[src/rtl/tiny_cpu_host_tx.sv]
`default_nettype none
// ============================================================================
// Module   : tiny_cpu_host_tx
// Purpose  : Outbound byte port. The CPU pushes bytes into a small FIFO and
//            each byte is driven on the uio pins with a four-phase req/ack
//            handshake against an external host whose ack is asynchronous.
// Revision : 1.0 - initial release
// ============================================================================
module tiny_cpu_host_tx #(
  parameter int DEPTH     = 4,
  parameter int SETUP_CYC = 2
) (
  input  logic                       clk,
  input  logic                       rst_n,
  input  logic                       wr_en,
  input  logic [7:0]                 wr_data,
  output logic                       full,
  output logic                       empty,
  output logic [$clog2(DEPTH):0]     level,
  output logic                       ovf,
  input  logic                       clr_ovf,
  input  logic                       host_ack_i,
  output logic [7:0]                 bus_data_o,
  output logic [7:0]                 bus_oe_o,
  output logic                       bus_req_o,
  output logic                       busy
);

  localparam int                 c_addr_w = $clog2(DEPTH);
  localparam int                 c_lvl_w  = c_addr_w + 1;
  localparam logic [c_lvl_w-1:0] c_depth  = c_lvl_w'(DEPTH);
  localparam logic [3:0]         c_setup  = 4'(SETUP_CYC);

  typedef enum logic [1:0] {
    S_IDLE    = 2'd0,
    S_SETUP   = 2'd1,
    S_REQ     = 2'd2,
    S_RELEASE = 2'd3
  } state_t;

  logic [7:0]          r_mem [DEPTH];
  logic [c_addr_w-1:0] r_wr_ptr;
  logic [c_addr_w-1:0] r_rd_ptr;
  logic [c_lvl_w-1:0]  r_count;
  logic [c_lvl_w-1:0]  w_count_nxt;
  logic                r_full;
  logic                r_empty;
  logic                r_ovf;
  logic                w_wr;
  logic                w_pop;

  logic                r_ack_meta;
  logic                r_ack_s;

  state_t              r_state;
  state_t              w_state_nxt;
  logic [3:0]          r_setup_cnt;
  logic [3:0]          w_setup_cnt_nxt;

  logic [7:0]          r_bus_data;
  logic [7:0]          r_bus_oe;
  logic                r_bus_req;
  logic                r_busy;

  // Writes are gated by the registered (pre-edge) full flag.
  assign w_wr = wr_en & ~r_full;

  // Occupancy after this edge; a simultaneous write and pop cancel out.
  always_comb begin
    w_count_nxt = r_count;
    case ({w_wr, w_pop})
      2'b10:   w_count_nxt = r_count + 1'b1;
      2'b01:   w_count_nxt = r_count - 1'b1;
      default: w_count_nxt = r_count;
    endcase
  end

  // Storage array; no reset needed since occupancy tracking guards reads.
  always_ff @(posedge clk) begin
    if (w_wr) begin
      r_mem[r_wr_ptr] <= wr_data;
    end
  end

  // FIFO pointers, occupancy and registered full/empty flags.
  always_ff @(posedge clk or negedge rst_n) begin
    if (!rst_n) begin
      r_wr_ptr <= '0;
      r_rd_ptr <= '0;
      r_count  <= '0;
      r_full   <= 1'b0;
      r_empty  <= 1'b1;
    end else begin
      if (w_wr)  r_wr_ptr <= r_wr_ptr + 1'b1;
      if (w_pop) r_rd_ptr <= r_rd_ptr + 1'b1;
      r_count <= w_count_nxt;
      r_full  <= (w_count_nxt == c_depth);
      r_empty <= (w_count_nxt == '0);
    end
  end

  // Sticky overflow; a new overflow beats a same-cycle clear.
  always_ff @(posedge clk or negedge rst_n) begin
    if (!rst_n) begin
      r_ovf <= 1'b0;
    end else if (wr_en && r_full) begin
      r_ovf <= 1'b1;
    end else if (clr_ovf) begin
      r_ovf <= 1'b0;
    end
  end

  // Two-flop synchronizer for the asynchronous host ack.
  always_ff @(posedge clk or negedge rst_n) begin
    if (!rst_n) begin
      r_ack_meta <= 1'b0;
      r_ack_s    <= 1'b0;
    end else begin
      r_ack_meta <= host_ack_i;
      r_ack_s    <= r_ack_meta;
    end
  end

  // Handshake next-state logic; pops only when launching a new byte.
  always_comb begin
    w_state_nxt     = r_state;
    w_setup_cnt_nxt = r_setup_cnt;
    w_pop           = 1'b0;
    case (r_state)
      S_IDLE: begin
        if (!r_empty && !r_ack_s) begin
          w_pop           = 1'b1;
          w_setup_cnt_nxt = c_setup;
          w_state_nxt     = S_SETUP;
        end
      end
      S_SETUP: begin
        if (r_setup_cnt <= 4'd1) begin
          w_state_nxt = S_REQ;
        end else begin
          w_setup_cnt_nxt = r_setup_cnt - 4'd1;
        end
      end
      S_REQ: begin
        if (r_ack_s) begin
          w_state_nxt = S_RELEASE;
        end
      end
      S_RELEASE: begin
        if (!r_ack_s) begin
          if (!r_empty) begin
            w_pop           = 1'b1;
            w_setup_cnt_nxt = c_setup;
            w_state_nxt     = S_SETUP;
          end else begin
            w_state_nxt = S_IDLE;
          end
        end
      end
      default: w_state_nxt = S_IDLE;
    endcase
  end

  // State, setup counter and registered bus outputs derived from next state.
  always_ff @(posedge clk or negedge rst_n) begin
    if (!rst_n) begin
      r_state     <= S_IDLE;
      r_setup_cnt <= 4'd0;
      r_bus_data  <= 8'h00;
      r_bus_oe    <= 8'h00;
      r_bus_req   <= 1'b0;
      r_busy      <= 1'b0;
    end else begin
      r_state     <= w_state_nxt;
      r_setup_cnt <= w_setup_cnt_nxt;
      if (w_pop) begin
        r_bus_data <= r_mem[r_rd_ptr];
      end
      r_bus_oe  <= (w_state_nxt != S_IDLE) ? 8'hFF : 8'h00;
      r_bus_req <= (w_state_nxt == S_REQ);
      r_busy    <= (w_state_nxt != S_IDLE);
    end
  end

  assign full       = r_full;
  assign empty      = r_empty;
  assign level      = r_count;
  assign ovf        = r_ovf;
  assign bus_data_o = r_bus_data;
  assign bus_oe_o   = r_bus_oe;
  assign bus_req_o  = r_bus_req;
  assign busy       = r_busy;

endmodule
`default_nettype wire
[config.mk]
export PLATFORM = sky130hd
export DESIGN_NAME = tiny_cpu_host_tx
export DESIGN_NICKNAME = d
export VERILOG_FILES = /design/src/rtl/tiny_cpu_host_tx.sv
export SDC_FILE = /design/constraint.sdc
export NUM_CORES = 1
export LEC_CHECK = 0
export ABC_AREA = 1
export CAP_MARGIN = 30
export CORE_MARGIN = 5
export CORE_UTILIZATION = 60
export CTS_CLUSTER_DIAMETER = 50
export CTS_CLUSTER_SIZE = 14
export DETAILED_ROUTE_END_ITERATION = 7
export DONT_BUFFER_PORTS = 1
export GPL_ROUTABILITY_DRIVEN = 0
export PLACE_DENSITY = 0.78
export SETUP_SLACK_MARGIN = 0.4
export SLEW_MARGIN = 20
export SYNTH_ARGS = -nofsm -noshare
export SYNTH_HDL_FRONTEND = slang
export SYNTH_SLANG_ARGS = --single-unit
[constraint.sdc]
create_clock -name clk -period 2.6 [get_ports clk]
set_input_delay 0.13 -clock clk [delete_from_list [all_inputs] [get_ports clk]]
set_output_delay 0.13 -clock clk [all_outputs]
set_load 0.01 [all_outputs]
# == Word-level counts from Yosys, hierarchy flattened ==
# Memories as Yosys holds them, arrays and structs flattened. A register that Yosys moved wholly into a read port is not among the register bits.
# Index checks and enable logic that the tools add are counted.
# classes
n_shift,0
n_eq_ne,11
div_mod_pow,0
n_addsub,5
reduce_logical,11
n_mux,21
n_mul,0
magnitude_cmp,1
bitwise,2
# op_table
cell,count
4-bit 2-to-1 mux,4
4-bit case mux with 3 select lines,1
"2-bit == test, second input constant",4
1-bit 2-to-1 mux,8
2-bit 2-to-1 mux,4
8-bit 2-to-1 mux,1
"2-bit inequality test, second input constant",4
2-bit case mux with 4 select lines,1
3-bit case mux with 2 select lines,1
5-bit AND reduction,1
"2-bit by 1-bit adder with 2-bit output, second input constant",2
"2-bit by 1-bit == test with 1-bit output, second input constant",2
"4-bit by 1-bit less-or-equal comparator with 1-bit output, second input constant",1
2-bit nonzero test,2
"4-bit by 1-bit subtractor with 4-bit output, second input constant",1
"3-bit by 1-bit adder with 3-bit output, second input constant",1
"3-bit == test, second input constant",1
1-bit zero test,3
3-bit zero test,1
3-bit nonzero test,1
"3-bit by 1-bit subtractor with 3-bit output, second input constant",1
1-bit logical AND,2
2-bit zero test,1
1-bit case mux with 2 select lines,1
2 further kinds,2
# word_totals
ram_bits,32
wordCells,65
input_bits,13
output_inout_bits,24
mem_count,1
register_bits,28
latchBits,0
romBits,0
# mem_list
memory,depth,word_bits,read_ports,rd_clocked_by_memory_dff,wr,line_no,text
r_mem,4,8,1,1,1,41,logic [7:0] r_mem [DEPTH];

# == Logic depth before layout (Yosys ltp) ==
# Gate-level depths: netlist (run 1).
# depth
word_depth,7
ltp_mapped,13
depth_no_buf,13

# == Least setup slack after synthesis (run 1) ==
# No wires, ideal clock.
# synth_timing
path_kind,register to register
start,reg r_state[0]
end,"reg r_empty, in the netlist empty"
synth_period_minus_slack_ps,2362
required_ps,2533
setup_time_ps,67
path_buffers,0
arrival_ps,2295
path_stages_with_launch,11
path_slack_ps,238
cell_sequence,dfrtp_1 -> inv_1 -> ha_1 -> o211ai_4 -> inv_4 -> ha_1 -> fa_1 -> inv_1 -> o21ai_0 -> or2_2 -> nor2_1
# synth_via
elab_chain_len,5
elab_cells_between_ends,7
classes_between,3 x eq/ne; 2 x mux; 2 x reduce/logical
# synth_lines
element,line_no,text
start: declaration,55,state_t r_state;
start signal: assignment,174,r_state <= w_state_nxt;
2-bit == test / 2-bit zero test (equally long branches),129,case (r_state)
1-bit case mux with 2 select lines (*),129,
2-bit by 1-bit == test with 1-bit output / 2-bit == test (equally long branches),71,"case ({w_wr, w_pop})"
3-bit case mux with 2 select lines (*),71,
named net w_count_nxt[1],45,logic [c_lvl_w-1:0] w_count_nxt;
3-bit zero test (*),98,r_empty <= (w_count_nxt == '0);
end signal: assignment,98,
end: declaration,47,logic r_empty;
# The timed path passes the listed nets; every way through them passes the cells marked *.
# A chain may end at the register's enable or synchronous reset.

# == Worst setup path in the final report (run 1) ==
# layout_timing
start,reg r_state[0]
end,"reg r_full, in the netlist full"
# layout_via
elab_chain_len,5
elab_cells_between_ends,7
classes_between,4 x eq/ne; 2 x mux; 1 x reduce/logical
# layout_lines
element,line_no,text
2-bit == test / 2-bit zero test (equally long branches),129,
1-bit case mux with 2 select lines (*),129,
2-bit by 1-bit == test with 1-bit output / 2-bit == test (equally long branches),71,
3-bit case mux with 2 select lines (*),71,
named net w_count_nxt[2],45,
3-bit == test (*),97,r_full <= (w_count_nxt == c_depth);
end signal: assignment,97,
end: declaration,46,logic r_full;
# Marks and branches as above.

==> run_summary.xml, run 1 <==
<?xml version="1.0" encoding="UTF-8"?>
<metrics>
  <group name="routing">
    <metric name="route.antenna.remaining_nets" unit="">0</metric>
    <metric name="drcViolationCount" unit="">0</metric>
    <metric name="wl_met1" unit="um">1980</metric>
    <metric name="vias_per_cell" unit="">5.38</metric>
    <metric name="route.final.wire_length" unit="um">5160</metric>
    <metric name="via_count" unit="">1801</metric>
    <metric name="wl_per_cell" unit="um">15.4</metric>
    <metric name="met2WireLength" unit="um">2670</metric>
    <metric name="drt_iter0_markers" unit="">133</metric>
    <metric name="highest-signal-layer" unit="">met4</metric>
    <metric name="dr.pass1.iters" unit="">6</metric>
    <metric name="met3WireLength" unit="um">404</metric>
  </group>
  <group name="setup_path">
    <metric name="critPathMaxStageDelay" unit="ns">0.42</metric>
    <metric name="worst-path-buf-inv" unit="">4</metric>
    <metric name="worst_r2r_endpoint" unit="">full</metric>
    <metric name="critical_path_peak_fanout" unit="">4</metric>
    <metric name="timing.critical_path.cells" unit="">inv_2 &gt; ha_4 &gt; inv_2 &gt; o211ai_4 &gt; inv_4 &gt; ha_4 &gt; fa_2 &gt; nor2_1 &gt; nor2_1 &gt; nand2_1 &gt; xor2_2 &gt; inv_1 &gt; nor2_2</metric>
    <metric name="classification_of_the_worst_setup_path" unit="">register to register</metric>
    <metric name="cpLargestDelayFamily" unit="">adder cells</metric>
    <metric name="worst_setup_slack_for_register_to_register_paths" unit="ns">0.44</metric>
    <metric name="reg2regPathDepth" unit="">13</metric>
    <metric name="worst-endpoint-arrival" unit="ns">2.43</metric>
    <metric name="worstReg2RegStart" unit="">r_state[0]</metric>
    <metric name="critical-path-slowest-cell" unit="">sky130_fd_sc_hd__dfrtp_1</metric>
    <metric name="crit_required" unit="ns">2.87</metric>
    <metric name="timing.critical_path.to_type" unit="">register</metric>
    <metric name="crit_path_start_kind" unit="">register</metric>
  </group>
  <group name="synth">
    <metric name="muxShareOfSynthArea" unit="%">0</metric>
    <metric name="ys_ff_latch" unit="">60</metric>
    <metric name="post_synth_inst_count" unit="">256</metric>
    <metric name="largest_family_of_logic_cells_by_synthesized_area" unit="">simple AND/OR/NAND/NOR gates</metric>
    <metric name="synth-edff-count" unit="">32</metric>
    <metric name="synth_async_sr_flop_share" unit="%">46.7</metric>
    <metric name="synth_fa_ha_area_share" unit="%">6.31</metric>
    <metric name="ys.warnings.count" unit="">0</metric>
    <metric name="synth.net_count" unit="">282</metric>
    <metric name="share_of_the_yosys_chip_area_belonging_to_registers" unit="%">61.6</metric>
    <metric name="synth-simple-area-share" unit="%">15.3</metric>
    <metric name="synth-main-ff-cell" unit="">sky130_fd_sc_hd__edfxtp_1</metric>
    <metric name="ys_types" unit="">26</metric>
    <metric name="synthesized_area_fraction_occupied_by_ao_oa_aoi_and_oai_cells" unit="%">7.79</metric>
    <metric name="post_synthesis_area_per_instance" unit="um2">10.5</metric>
    <metric name="synth-xor-area-share" unit="%">1.62</metric>
    <metric name="synth_area" unit="mm2">0.00270</metric>
  </group>
  <group name="power_and_ir_drop">
    <metric name="max-vdd-ir-drop" unit="mV">0.729</metric>
    <metric name="clkPwrFrac" unit="%">20.7</metric>
    <metric name="comb_power_share" unit="%">37.3</metric>
    <metric name="power_density" unit="mW/mm2">1250</metric>
    <metric name="cellLeakagePower" unit="nW">1.36</metric>
    <metric name="p_seq_share" unit="%">42.0</metric>
    <metric name="switching_share" unit="%">40.2</metric>
    <metric name="switching_power" unit="mW">1.57</metric>
    <metric name="internal-power" unit="mW">2.33</metric>
  </group>
  <group name="layout">
    <metric name="final_layout_size_suffix_gt1_share" unit="%">15.9</metric>
    <metric name="nNetsFinal" unit="">304</metric>
    <metric name="flow.area_growth_from_synthesis" unit="%">16.1</metric>
    <metric name="ff_latch_area" unit="mm2">0.00166</metric>
    <metric name="num-fill-cells" unit="">283</metric>
    <metric name="total_area_of_multi_input_combinational_cells" unit="um2">888</metric>
    <metric name="most_common_cell_after_layout_fill_and_taps_aside" unit="">sky130_fd_sc_hd__nand2_1</metric>
    <metric name="layout_common_cells" unit="">51 x sky130_fd_sc_hd__nand2_1, 37 x sky130_fd_sc_hd__nor2_1, 32 x sky130_fd_sc_hd__edfxtp_1, 27 x sky130_fd_sc_hd__dfrtp_1, 22 x sky130_fd_sc_hd__inv_1</metric>
    <metric name="n_antenna_cell" unit="">0</metric>
  </group>
  <group name="timing">
    <metric name="fmax" unit="GHz">0.463</metric>
    <metric name="worst_hold_slack" unit="ns">0.210</metric>
    <metric name="grt_setup_unrepaired" unit="">true</metric>
    <metric name="slew_headroom" unit="%">46.6</metric>
    <metric name="total_of_endpoints_with_negative_setup_slack_in_the_final_report" unit="">0</metric>
    <metric name="finalCriticalPeriod" unit="ns">2.16</metric>
    <metric name="finalSetupTns" unit="ns">0</metric>
    <metric name="timing.clock.skew" unit="ns">0.00461</metric>
    <metric name="report.final.hold_viol_count" unit="">0</metric>
    <metric name="tightest_slew" unit="ns">0.801</metric>
    <metric name="finalMaxSlewViolations" unit="">0</metric>
    <metric name="final.period_utilization" unit="%">83.2</metric>
  </group>
  <group name="floorplanning">
    <metric name="io-pin-count" unit="">37</metric>
    <metric name="die-width" unit="um">77.1</metric>
    <metric name="design.die.area" unit="mm2">0.00594</metric>
    <metric name="start_util" unit="%">62.0</metric>
    <metric name="core_area" unit="mm2">0.00435</metric>
    <metric name="floorplan.rows" unit="">24</metric>
    <metric name="die_height" unit="um">77.1</metric>
  </group>
  <group name="hold_path">
    <metric name="worstHoldEndpoint" unit="">r_wr_ptr[0]</metric>
    <metric name="holdCritPathClass" unit="">primary input to register</metric>
    <metric name="worst_hold_startpoint" unit="">wr_en</metric>
    <metric name="worstHoldPathCells" unit="">2</metric>
  </group>
  <group name="clock_network">
    <metric name="clkTransAtPathRegs" unit="ns">0.07</metric>
    <metric name="tritoncts" unit="">yes</metric>
    <metric name="clk-insertion-delay-late" unit="ns">0.34</metric>
    <metric name="root_buffer" unit="">sky130_fd_sc_hd__clkbuf_8</metric>
    <metric name="h-tree-depth" unit="">3</metric>
    <metric name="cts-buffers-inserted" unit="">9</metric>
    <metric name="cts.sinks" unit="">60</metric>
    <metric name="cts.path.max_buffers" unit="">2</metric>
  </group>
  <group name="global_route">
    <metric name="globalRouteOverflowTotal" unit="">0</metric>
    <metric name="grt_start_max_net_pins" unit="">29</metric>
    <metric name="number_of_global_route_vias_before_repair" unit="">1824</metric>
    <metric name="global_route.usage.total" unit="%">19.0</metric>
    <metric name="grt_first_pass_wirelength" unit="um">8550</metric>
    <metric name="antenna_found_initial" unit="">0</metric>
  </group>
  <group name="run">
    <metric name="max_cap_violations" unit="">0</metric>
  </group>
  <group name="place">
    <metric name="port-buffer-count" unit="">0</metric>
    <metric name="dp_hpwl" unit="um">3100</metric>
  </group>
  <group name="run_status">
    <metric name="outcome" unit="">completed</metric>
  </group>
</metrics>
-- Yosys cell counts (all sizes together) (4+ instances only) --
master  instances  area share [%]
edfxtp         32              36
nor2           40             6.1
ha             12             5.6
a21oi           5            0.93
inv            27             3.8
o21ai          32             6.1
buf            13             3.6
xor2            4             1.3
dfrtp          27              25
nand3           6             1.3
nand2          51             7.1
-- per-layer routing --
layer	GRT usage (%)	vias up
met1	21.5	853
met4	9.97	0
li1	-	869
met2	31.4	67
met3	6.91	12
met5	0	-
-- worst register-to-register path, stage by stage, from the launching register on --
cell                       delay, ns
sky130_fd_sc_hd__dfrtp_1        0.42
sky130_fd_sc_hd__inv_2          0.10
sky130_fd_sc_hd__ha_4           0.27
sky130_fd_sc_hd__inv_2          0.04
sky130_fd_sc_hd__o211ai_4       0.09
sky130_fd_sc_hd__inv_4          0.06
sky130_fd_sc_hd__ha_4           0.17
sky130_fd_sc_hd__fa_2           0.35
sky130_fd_sc_hd__nor2_1         0.09
sky130_fd_sc_hd__nor2_1         0.04
sky130_fd_sc_hd__nand2_1        0.10
sky130_fd_sc_hd__xor2_2         0.17
sky130_fd_sc_hd__inv_1          0.07
sky130_fd_sc_hd__nor2_2         0.11
-- area by class of cell --
class	instances	share of cell area (%)
multi-input cells	156	28.3
flip-flops and latches	60	53.1
clock inverters	7	2.16
inverters	27	3.31
clock buffers	9	3.95
repair buffers	24	7.11
well taps	52	2.08
-- stage by stage --
step / instance area [um2] / power, mW / setup slack [ns] / std cells / utilization (%)
floorplan: 2740 / 2.73 / 0.403 / 256 / -
global placement: 2720 / 2.85 / 0.246 / 297 / 62.5
detailed placement: 2720 / 2.91 / 0.140 / 297 / 62.5
CTS: 3110 / 3.85 / 0.404 / 332 / 71.4
global route: 3130 / 4.22 / 0.249 / 335 / 72.0
finish: 3130 / 3.90 / 0.438 / 335 / 72.0
-- flip-flops by register name, summed over array words and instances, names as in the netlist, 2 cells and up --
name,count
bus_data_o,8
level,3
r_mem,32
r_rd_ptr,2
r_setup_cnt,4
r_state,2
r_wr_ptr,2
-- power groups by stage --
stage	Sequential [mW]	Combinational (mW)	Clock [mW]
2_1_floorplan	1.51	1.23	0
3_3_place_gp	1.66	1.19	0
3_5_place_dp	1.67	1.24	0
4_1_cts	1.64	1.38	0.825
5_1_grt	1.69	1.66	0.873
6_report	1.64	1.46	0.809
-- repair_timing --
item / CTS / global route
buffers inserted: 6 / 3
cloned: 0 / 0
endpoints found under the setup margin: 3 / 3
resized for setup: 1 / 3
pin swaps: 2 / 7
hold buffers: 13 / 0
endpoints found under the hold margin: 62 / 0
-- cell families (layout without fill, tap and decap cells) --
family,count (synthesis),in the layout
AND/OR/NAND/NOR,100,100
flip-flops,60,60
buffers and inverters,40,67
AO/OA/AOI/OAI,38,38
adder cells (fa/ha/maj),13,13
XOR/XNOR,5,5
-- how the worst max path moves through the flow --
stage                     slack [ns]  startpoint   end  depth (start not counted)
final                           0.44  r_state[0]  full                         13
after global routing            0.25  r_state[0]  full                         13
after CTS                       0.40  r_state[0]  full                         13
after detailed placement        0.14  r_state[1]  full                         12
after global placement          0.25  r_state[0]  full                         12
after floorplan                 0.40  r_state[1]  full                         12
Note: power is estimated with default switching activity, not from simulation.
==> run 2: changes to the inputs <==
==> constraint.sdc (replaced) <==
create_clock -name clk -period 2.3 [get_ports clk]
set_input_delay 0.115 -clock clk [delete_from_list [all_inputs] [get_ports clk]]
set_output_delay 0.115 -clock clk [all_outputs]
set_load 0.01 [all_outputs]
==> run_summary.xml, run 2 (synthesized netlist as in run 1, its figures left out) <==
<?xml version="1.0" encoding="UTF-8"?>
<metrics>
  <group name="run_status">
    <metric name="outcome" unit="">completed</metric>
  </group>
  <group name="setup_path">
    <metric name="worst-endpoint-arrival" unit="ns">2.29</metric>
    <metric name="worst_setup_slack_for_register_to_register_paths" unit="ns">0.23</metric>
    <metric name="worstReg2RegStart" unit="">r_state[0]</metric>
    <metric name="crit_start" unit="">r_state[0]</metric>
    <metric name="worst-path-buf-inv" unit="">4</metric>
    <metric name="critical-path-slowest-cell" unit="">sky130_fd_sc_hd__fa_2</metric>
    <metric name="critPathMaxStageDelay" unit="ns">0.53</metric>
    <metric name="cpLargestDelayFamily" unit="">adder cells</metric>
    <metric name="crit_top_cell" unit="">sky130_fd_sc_hd__inv_2</metric>
    <metric name="classification_of_the_worst_setup_path" unit="">register to register</metric>
    <metric name="crit_required" unit="ns">2.52</metric>
    <metric name="crit_path_start_kind" unit="">register</metric>
    <metric name="timing.critical_path.to_type" unit="">register</metric>
    <metric name="worst_r2r_endpoint" unit="">full</metric>
    <metric name="critical_path_peak_fanout" unit="">3</metric>
    <metric name="reg2regPathDepth" unit="">11</metric>
    <metric name="critical_path_depth" unit="">11</metric>
    <metric name="timing.critical_path.cells" unit="">inv_2 &gt; ha_4 &gt; inv_2 &gt; o211ai_4 &gt; inv_4 &gt; ha_4 &gt; fa_2 &gt; inv_2 &gt; o21ai_2 &gt; or2_4 &gt; nor2_1</metric>
    <metric name="timing.critical_path.to" unit="">full</metric>
  </group>
  <group name="place">
    <metric name="pre_cts_slack" unit="ns">0.144</metric>
    <metric name="dp_hpwl" unit="um">3100</metric>
    <metric name="port-buffer-count" unit="">0</metric>
  </group>
  <group name="layout">
    <metric name="flow.area_growth_from_synthesis" unit="%">18.6</metric>
    <metric name="nNetsFinal" unit="">309</metric>
    <metric name="n_antenna_cell" unit="">0</metric>
    <metric name="num-fill-cells" unit="">278</metric>
    <metric name="final_layout_size_suffix_gt1_share" unit="%">17.4</metric>
    <metric name="largest-register" unit="">r_mem</metric>
    <metric name="most_common_cell_after_layout_fill_and_taps_aside" unit="">sky130_fd_sc_hd__nand2_1</metric>
    <metric name="max_reg_flops" unit="">32</metric>
    <metric name="layout_common_cells" unit="">51 x sky130_fd_sc_hd__nand2_1, 38 x sky130_fd_sc_hd__nor2_1, 32 x sky130_fd_sc_hd__edfxtp_1, 26 x sky130_fd_sc_hd__dfrtp_1</metric>
  </group>
  <group name="routing">
    <metric name="dr.pass1.iters" unit="">4</metric>
    <metric name="drcViolationCount" unit="">0</metric>
    <metric name="drt_iter0_markers" unit="">139</metric>
    <metric name="vias_per_cell" unit="">5.10</metric>
    <metric name="route.antenna.remaining_nets" unit="">0</metric>
    <metric name="via_count" unit="">1733</metric>
    <metric name="route.final.wire_length" unit="um">4670</metric>
    <metric name="wl_per_cell" unit="um">13.7</metric>
  </group>
  <group name="timing">
    <metric name="finalCriticalPeriod" unit="ns">2.07</metric>
    <metric name="slew_headroom" unit="%">47.6</metric>
    <metric name="tightest_slew" unit="ns">0.786</metric>
    <metric name="report.final.hold_viol_count" unit="">0</metric>
    <metric name="fmax" unit="GHz">0.483</metric>
    <metric name="grt_setup_unrepaired" unit="">true</metric>
    <metric name="layout_setup_ws" unit="ns">0.229</metric>
    <metric name="finalMaxSlewViolations" unit="">0</metric>
    <metric name="total_of_endpoints_with_negative_setup_slack_in_the_final_report" unit="">0</metric>
    <metric name="timing.clock.skew" unit="ns">0.00666</metric>
    <metric name="worst_hold_slack" unit="ns">0.173</metric>
    <metric name="final.period_utilization" unit="%">90.0</metric>
    <metric name="finalSetupTns" unit="ns">0</metric>
  </group>
  <group name="clock_network">
    <metric name="tritoncts" unit="">yes</metric>
    <metric name="cts.sinks" unit="">60</metric>
    <metric name="root_buffer" unit="">sky130_fd_sc_hd__clkbuf_8</metric>
    <metric name="cts.path.max_buffers" unit="">2</metric>
    <metric name="clkTransAtPathRegs" unit="ns">0.06</metric>
    <metric name="cts-buffers-inserted" unit="">9</metric>
    <metric name="h-tree-depth" unit="">3</metric>
    <metric name="clk-insertion-delay-late" unit="ns">0.32</metric>
  </group>
  <group name="floorplanning">
    <metric name="start_util" unit="%">62.0</metric>
    <metric name="die_height" unit="um">77.1</metric>
    <metric name="die-width" unit="um">77.1</metric>
    <metric name="design.die.area" unit="mm2">0.00594</metric>
    <metric name="io-pin-count" unit="">37</metric>
    <metric name="core_area" unit="mm2">0.00435</metric>
    <metric name="floorplan.rows" unit="">24</metric>
  </group>
  <group name="power_and_ir_drop">
    <metric name="power_density" unit="mW/mm2">1410</metric>
    <metric name="max-vdd-ir-drop" unit="mV">0.721</metric>
    <metric name="cellLeakagePower" unit="nW">1.40</metric>
  </group>
  <group name="global_route">
    <metric name="grt_first_pass_wirelength" unit="um">8190</metric>
    <metric name="antenna_found_initial" unit="">0</metric>
    <metric name="globalRouteOverflowTotal" unit="">0</metric>
    <metric name="number_of_global_route_vias_before_repair" unit="">1816</metric>
    <metric name="grt_start_max_net_pins" unit="">29</metric>
    <metric name="global_route.usage.total" unit="%">17.6</metric>
  </group>
  <group name="run">
    <metric name="max_cap_violations" unit="">0</metric>
  </group>
  <group name="hold_path">
    <metric name="holdCritPathClass" unit="">primary input to register</metric>
  </group>
</metrics>
## run 2: cell types whose count changed in the layout (fill, tap and decap cells not counted), moves of 2 or more
cell                         change
sky130_fd_sc_hd__clkinvlp_4      -2
sky130_fd_sc_hd__buf_4           +5
sky130_fd_sc_hd__clkbuf_1        +2
sky130_fd_sc_hd__clkinv_2        -2
## run 2: timing repair
| item | CTS | global route |
|---|---|---|
| buffers inserted | 5 | 0 |
| pin swaps | 4 | 1 |
| gates resized for setup | 5 | 1 |
| endpoints found under the hold margin | 62 | 0 |
| hold buffers | 13 | 0 |
| endpoints found under the setup margin | 4 | 4 |
## run 2: final cells by class
class                      instances  area, um2  share of cell area (%)
sequential                        60       1660                    52.0
timing repair buffer              29        260                    8.13
clock inverter                     4       72.6                    2.27
inverter                          27        104                    3.24
multi-input combinational        156        890                    27.8
clock buffer                      12        145                    4.53
tap                               52       65.1                    2.03
## run 2: metal layers
metal | part of all wire, % | track usage [%] | vias to the layer above
met5 | 0 | 0 | -
met2 | 51 | 30.2 | 37
li1 | - | - | 881
met4 | 1.8 | 8.59 | 0
met3 | 4.3 | 4.10 | 9
met1 | 43 | 20.5 | 806
## run 2: worst min path at each step
stage / from / endpoint / depth (start not counted)
after global placement: rst_n / bus_req_o / 0
final: wr_en / level[1] / 3
after floorplan: rst_n / bus_data_o[0] / 0
after global routing: wr_en / level[1] / 3
after detailed placement: rst_n / bus_oe_o[6] / 0
after CTS: wr_en / level[1] / 3
## run 2: worst min-delay path: cells and delay by family
family	cells	cell delay, ns
AOI/OAI and AO/OA	1	0.05
adders and majority gates	1	0.17
and+or+nand+nor	1	0.11
## run 2: metrics by stage
| stage | util, % | cells | cell area [um2] | power (mW) |
|---|---|---|---|---|
| finish | 73.5 | 340 | 3200 | 4.51 |
| global route | 73.5 | 340 | 3200 | 4.88 |
| CTS | 73.5 | 340 | 3200 | 4.53 |
| detailed placement | 64.1 | 306 | 2790 | 3.35 |
| global placement | 64.1 | 306 | 2790 | 3.28 |
| floorplan | - | 256 | 2740 | 3.09 |
## run 2: power by group
group          total, mW  internal (mW)  switching [mW]
Combinational       1.68          0.704           0.973
Sequential          1.81           1.47           0.341
Clock               1.02          0.639           0.378
